### src/rtl/cdb_arbiter.sv
// Common-data-bus arbiter: per-unit result FIFOs for ALU/MUL/DIV, one registered broadcast per cycle.
// Define CDB_ARB_FIXED_PRIO_EN for fixed DIV > MUL > ALU priority instead of round-robin.
module cdb_arbiter #(
    parameter int DATA_W     = 32,
    parameter int FIFO_DEPTH = 4
) (
    input  logic              clk,
    input  logic              rst,
    input  logic              flush,
    input  logic              alu_valid,
    input  logic [DATA_W-1:0] alu_value,
    input  logic [DATA_W-1:0] alu_pc,
    output logic              alu_ready,
    input  logic              mul_valid,
    input  logic [DATA_W-1:0] mul_value,
    input  logic [DATA_W-1:0] mul_pc,
    output logic              mul_ready,
    input  logic              div_valid,
    input  logic [DATA_W-1:0] div_value,
    input  logic [DATA_W-1:0] div_pc,
    output logic              div_ready,
    output logic              cdb_valid,
    output logic [DATA_W-1:0] cdb_value,
    output logic [DATA_W-1:0] cdb_pc,
    output logic [1:0]        cdb_src
);

    localparam int PTR_W = $clog2(FIFO_DEPTH);
    localparam int CNT_W = PTR_W + 1;
    localparam int NSRC  = 3;

    typedef logic [DATA_W-1:0] word_t;

    word_t             in_value [NSRC];
    word_t             in_pc    [NSRC];
    logic [NSRC-1:0]   in_valid;
    logic [NSRC-1:0]   ready;
    logic [NSRC-1:0]   push;
    logic [NSRC-1:0]   pop;
    logic [NSRC-1:0]   nonempty;

    logic [PTR_W-1:0]  rd_ptr [NSRC];
    logic [PTR_W-1:0]  wr_ptr [NSRC];
    logic [CNT_W-1:0]  count  [NSRC];
    word_t             value_mem [NSRC][FIFO_DEPTH];
    word_t             pc_mem    [NSRC][FIFO_DEPTH];

    logic              grant_valid;
    logic [1:0]        grant_idx;
`ifndef CDB_ARB_FIXED_PRIO_EN
    logic [1:0]        rr;
    logic [1:0]        cand;
`endif

    assign in_valid    = {div_valid, mul_valid, alu_valid};
    assign in_value[0] = alu_value;
    assign in_value[1] = mul_value;
    assign in_value[2] = div_value;
    assign in_pc[0]    = alu_pc;
    assign in_pc[1]    = mul_pc;
    assign in_pc[2]    = div_pc;

    assign alu_ready = ready[0];
    assign mul_ready = ready[1];
    assign div_ready = ready[2];

    // A full FIFO refuses a push even when it is popped on the same edge.
    always_comb begin
        for (int i = 0; i < NSRC; i++) begin
            ready[i]    = (count[i] < CNT_W'(FIFO_DEPTH)) && !flush;
            push[i]     = in_valid[i] && ready[i];
            nonempty[i] = (count[i] != '0);
            pop[i]      = grant_valid && (grant_idx == 2'(i));
        end
    end

    always_comb begin
        // NOTE: every output of a combinational block gets a default first so no latch is inferred.
        grant_valid = 1'b0;
        grant_idx   = 2'd0;
`ifdef CDB_ARB_FIXED_PRIO_EN
        if (!flush) begin
            if (nonempty[2]) begin
                grant_valid = 1'b1;
                grant_idx   = 2'd2;
            end else if (nonempty[1]) begin
                grant_valid = 1'b1;
                grant_idx   = 2'd1;
            end else if (nonempty[0]) begin
                grant_valid = 1'b1;
                grant_idx   = 2'd0;
            end
        end
`else
        cand = 2'd0;
        if (!flush) begin
            // Search starts just after the last granted source.
            for (int k = 1; k <= NSRC; k++) begin
                cand = 2'((int'(rr) + k) % NSRC);
                if (!grant_valid && nonempty[cand]) begin
                    grant_valid = 1'b1;
                    grant_idx   = cand;
                end
            end
        end
`endif
    end

    // NOTE: the storage arrays are deliberately not reset; pointers and counts define validity.
    always_ff @(posedge clk) begin
        for (int i = 0; i < NSRC; i++) begin
            if (push[i]) begin
                value_mem[i][wr_ptr[i]] <= in_value[i];
                pc_mem[i][wr_ptr[i]]    <= in_pc[i];
            end
        end
    end

    always_ff @(posedge clk or posedge rst) begin
        if (rst) begin
            for (int i = 0; i < NSRC; i++) begin
                rd_ptr[i] <= '0;
                wr_ptr[i] <= '0;
                count[i]  <= '0;
            end
`ifndef CDB_ARB_FIXED_PRIO_EN
            rr        <= 2'd2;
`endif
            cdb_valid <= 1'b0;
            cdb_value <= '0;
            cdb_pc    <= '0;
            cdb_src   <= 2'd0;
        end else if (flush) begin
            for (int i = 0; i < NSRC; i++) begin
                rd_ptr[i] <= '0;
                wr_ptr[i] <= '0;
                count[i]  <= '0;
            end
`ifndef CDB_ARB_FIXED_PRIO_EN
            rr        <= 2'd2;
`endif
            cdb_valid <= 1'b0;
        end else begin
            for (int i = 0; i < NSRC; i++) begin
                if (push[i]) wr_ptr[i] <= wr_ptr[i] + 1'b1;
                if (pop[i])  rd_ptr[i] <= rd_ptr[i] + 1'b1;
                count[i] <= count[i] + CNT_W'(push[i]) - CNT_W'(pop[i]);
            end
            cdb_valid <= grant_valid;
            // Payload holds its last value on idle cycles.
            if (grant_valid) begin
                cdb_value <= value_mem[grant_idx][rd_ptr[grant_idx]];
                cdb_pc    <= pc_mem[grant_idx][rd_ptr[grant_idx]];
                cdb_src   <= grant_idx;
`ifndef CDB_ARB_FIXED_PRIO_EN
                rr        <= grant_idx;
`endif
            end
        end
    end

endmodule

### config.mk
export PLATFORM = sky130hd
export DESIGN_NAME = cdb_arbiter
export DESIGN_NICKNAME = d
export VERILOG_FILES = /design/src/rtl/cdb_arbiter.sv
export SDC_FILE = /design/constraint.sdc
export NUM_CORES = 1
export LEC_CHECK = 0
export BUFFER_PORTS_ARGS = -buffer_cell sky130_fd_sc_hd__buf_2
export CORE_MARGIN = 2
export CORE_UTILIZATION = 30
export DETAILED_ROUTE_END_ITERATION = 8
export PLACE_DENSITY = 0.5
export SYNTH_ARGS = -nofsm -noshare
export SYNTH_HDL_FRONTEND = slang
export SYNTH_SLANG_ARGS = --single-unit
### constraint.sdc
create_clock -name clk -period 4.69 [get_ports clk]
set_clock_uncertainty 0.2 [all_clocks]
set_input_delay 0.469 -clock clk [delete_from_list [all_inputs] [get_ports clk]]
set_output_delay 0.469 -clock clk [all_outputs]
set_load 0.02 [all_outputs]
==> results_dict.tcl <==
set metrics [dict create \
    status "finished clean" \
    tritoncts_num_sinks 858 \
    die_area_mm2 0.111 \
    endpoint "cdb_value[25]" \
    timing.final.max_slew_violations 0 \
    total_leakage_power_uw 0.0143 \
    routed_wirelength_mm 98.0 \
    fin_crit_ps 3950 \
    synth_area_per_cell_um2 17.5 \
    fp.coreArea_mm2 0.107 \
    y_dimension_of_the_die_um 332 \
    hold_class "primary input to flop" \
    rr_worst_depth 10 \
    grt_setup_unrepaired "false" \
    startpoint_type "flop" \
    number_of_buffers_created_by_cts 92 \
    clkTransAtPathRegs_ps 60 \
    detailedRoute.firstPassIterationCount 5 \
    cts-root-buf "sky130_fd_sc_hd__clkbuf_16" \
    yosysSeqAreaShare_pct 78.2 \
    power_per_cell_area_mw_per_mm2 615 \
    slew_headroom_pct 29.6 \
    die_w_um 332 \
    hpwl_mm 56.5 \
    initial_core_utilization_pct 30.2 \
    overflow 0 \
    tritoncts_clock_tree "built" \
    vias_in_the_first_global_route 20200 \
    yosysUniqueCellTypes 45 \
    dr.first_iter.drc_count 1473 \
    placed_cells_incl_taps 3433 \
    clock_tree.buffer_depth 3 \
    critical_path_peak_fanout 91 \
    drc 0 \
    crit_arrival_ps 4360 \
    critPathRequiredTime_ps 5090 \
    timing.max_cap.violations 0 \
    fin_nets 2538 \
    mostFrequentLayoutCells "sky130_fd_sc_hd__edfxtp_1, sky130_fd_sc_hd__buf_2, sky130_fd_sc_hd__a22o_1, sky130_fd_sc_hd__a211oi_1, sky130_fd_sc_hd__dlygate4sd3_1" \
    grt_max_degree 130 \
    num_rows 120 \
    synthFlopType "sky130_fd_sc_hd__edfxtp_1" \
    grt_first_pass_wirelength_mm 141 \
    route.antenna.remaining_nets 0 \
    final_weighted_congestion_in_routability_driven_placement 0.758 \
    final_layout_size_suffix_gt1_share_pct 19.8 \
    synth.yosys.warnings 0 \
    report.final.setup_viol 0 \
    timing.critical_path.from "rr[1]" \
    timing.fmax_mhz 253 \
    number_of_antenna_violations_at_the_first_check_in_global_routing 15 \
    syn-instance-count 1853 \
    setup.reg_to_reg.worst_slack_ps 740 \
    port_buffers 267 \
    detailroute.via_count 19400 \
    critical_path.reg2reg.startpoint "rr[1]" \
    top_ports 268 \
    num-fill-cells 9867 \
    drt-wirelength-per-cell_um 25.7 \
    regToRegEndpoint "cdb_value[25]" \
    synth-seq-cells 858 \
    final.hold.worst_slack_ps 53.1 \
    area.growth.synth_to_final_pct 25.4 \
    clk-insertion-delay-late_ps 670 \
    synthesis.nets 2074 \
    synth_area_mm2 0.0324 \
    asyncSetResetFlopFracSynth_pct 10.5 \
    hold_viol 0 \
    ir_worst_vdd_v 0.000464 \
    layout.cells.most_common "sky130_fd_sc_hd__edfxtp_1" \
    routed_via_density 5.10 \
    grt_use_total_pct 17.4 \
    worst_margin_slew_ps 1060 \
    final_cell_count_no_fill 3807 \
    total_negative_slack_ps 0 \
    post_cts_buffers 0 \
    post-route-period-util_pct 84.3 \
    number_of_enable_type_register_cells_in_the_synthesized_netlist 768 \
    critPathKind "flop to flop" \
    cts.htree.levels 3 \
    worst_setup_path_end_kind "flop" \
]
-- synthesized netlist by cell type (2+ instances only) --
cell type / n / share of area, %
sky130_fd_sc_hd__edfxtp_1: 768 / 71
sky130_fd_sc_hd__a211oi_1: 256 / 5.9
sky130_fd_sc_hd__a22o_1: 256 / 6.9
sky130_fd_sc_hd__a21oi_1: 130 / 2.0
sky130_fd_sc_hd__dfrtp_1: 89 / 6.9
sky130_fd_sc_hd__a211o_1: 66 / 1.8
sky130_fd_sc_hd__buf_2: 61 / 0.94
sky130_fd_sc_hd__clkbuf_1: 53 / 0.61
sky130_fd_sc_hd__inv_1: 24 / 0.28
sky130_fd_sc_hd__buf_1: 22 / 0.26
sky130_fd_sc_hd__ha_1: 20 / 0.77
sky130_fd_sc_hd__nor2_1: 18 / 0.21
sky130_fd_sc_hd__and3_1: 13 / 0.25
sky130_fd_sc_hd__xnor2_1: 12 / 0.32
sky130_fd_sc_hd__nand2_1: 10 / 0.12
sky130_fd_sc_hd__nor2b_1: 9 / 0.17
sky130_fd_sc_hd__nor3_1: 4 / 0.062
sky130_fd_sc_hd__o31ai_1: 4 / 0.093
sky130_fd_sc_hd__and2_1: 3 / 0.058
sky130_fd_sc_hd__fa_1: 3 / 0.19
sky130_fd_sc_hd__or3_1: 3 / 0.058
sky130_fd_sc_hd__xor2_1: 3 / 0.081
sky130_fd_sc_hd__a2bb2oi_1: 2 / 0.054
sky130_fd_sc_hd__inv_2: 2 / 0.023
sky130_fd_sc_hd__nand3_1: 2 / 0.031
-- worst min path at each step --
| stage | slack [ps] | from | cells after the start | end |
|---|---|---|---|---|
| final | 50 | mul_valid | 3 | wr_ptr[3] |
| after global routing | 60 | mul_valid | 3 | wr_ptr[3] |
| after CTS | 10 | mul_valid | 3 | wr_ptr[3] |
| after detailed placement | 270 | cdb_pc[12] | 1 | cdb_pc[12] |
| after global placement | 270 | cdb_value[16] | 1 | cdb_value[16] |
| after floorplan | 300 | rd_ptr[5] | 2 | rd_ptr[5] |
-- state kept, by name, summed over array words and instances (netlist names) --
name / count
count: 9
value_mem: 384
cdb_value: 32
cdb_pc: 32
cdb_src: 2
pc_mem: 384
rr: 2
cdb_valid: 1
wr_ptr: 6
rd_ptr: 6
-- metal layers --
layer | vias to the layer above | wire, um | global-route usage (%)
met5 | - | 92 | 0
met4 | 14 | 2140 | 5.26
li1 | 8613 | - | -
met2 | 562 | 46400 | 28.4
met3 | 143 | 5560 | 3.10
met1 | 10100 | 43800 | 23.8
-- timing repair --
action / 4_1_cts / 5_1_grt
gates resized for setup: 0 / 0
endpoints found under the setup margin: 0 / 0
hold buffers: 193 / 0
hold endpoints to repair: 823 / 0
-- per-stage QoR --
step | util, % | setup WS [ps] | total power (uW) | instance area (um^2)
finish | 37.9 | 737 | 25000 | 40600
global route | 37.9 | 512 | 26200 | 40600
CTS | 37.9 | 721 | 25200 | 40600
detailed placement | 33.2 | 788 | 17600 | 35500
global placement | 33.2 | 809 | 17400 | 35500
floorplan | - | 892 | 14900 | 32400
-- power breakdown --
| group | switching [uW] | leakage [uW] | internal (uW) |
|---|---|---|---|
| registers | 393 | 0.00809 | 9150 |
| clock network | 3040 | 0.00151 | 4420 |
| logic | 5140 | 0.00469 | 2810 |
| total | 8570 | 0.0143 | 16400 |
-- worst max-delay path, stage by stage, from the launching register on --
cell and delay [ps]:
sky130_fd_sc_hd__dfstp_2 530, sky130_fd_sc_hd__ha_1 330, sky130_fd_sc_hd__or2_1 290, sky130_fd_sc_hd__o221a_2 280
sky130_fd_sc_hd__nand2_1 240, sky130_fd_sc_hd__inv_8 220, sky130_fd_sc_hd__o31ai_4 730, sky130_fd_sc_hd__buf_12 410
sky130_fd_sc_hd__a211oi_1 80, sky130_fd_sc_hd__a211oi_1 300, sky130_fd_sc_hd__a211o_1 140
-- kinds of logic (layout without fill, tap and decap cells) --
family,count (synthesis),count (layout),share of synthesized area [%]
other,0,7,0
AOI/OAI and AO/OA,725,725,17.1
buffers and inverters,163,707,2.14
adders and majority gates,24,24,0.990
and+or+nand+nor,67,67,1.07
muxes,1,1,0.0309
DFF,858,858,78.2
xor gates and xnor gates,15,15,0.406
-- area by class of cell --
type / count / area, um^2 / area share, %
antenna: 7 / 17.5 / 0.0432
clock buffer: 129 / 2540 / 6.26
multi-input combinational: 832 / 6450 / 15.9
tap: 1403 / 1760 / 4.33
clock inverter: 45 / 586 / 1.44
sequential: 858 / 25300 / 62.4
timing repair buffer: 507 / 3810 / 9.38
inverter: 26 / 115 / 0.284
No activity file was read; power rests on OpenSTA's default activity.
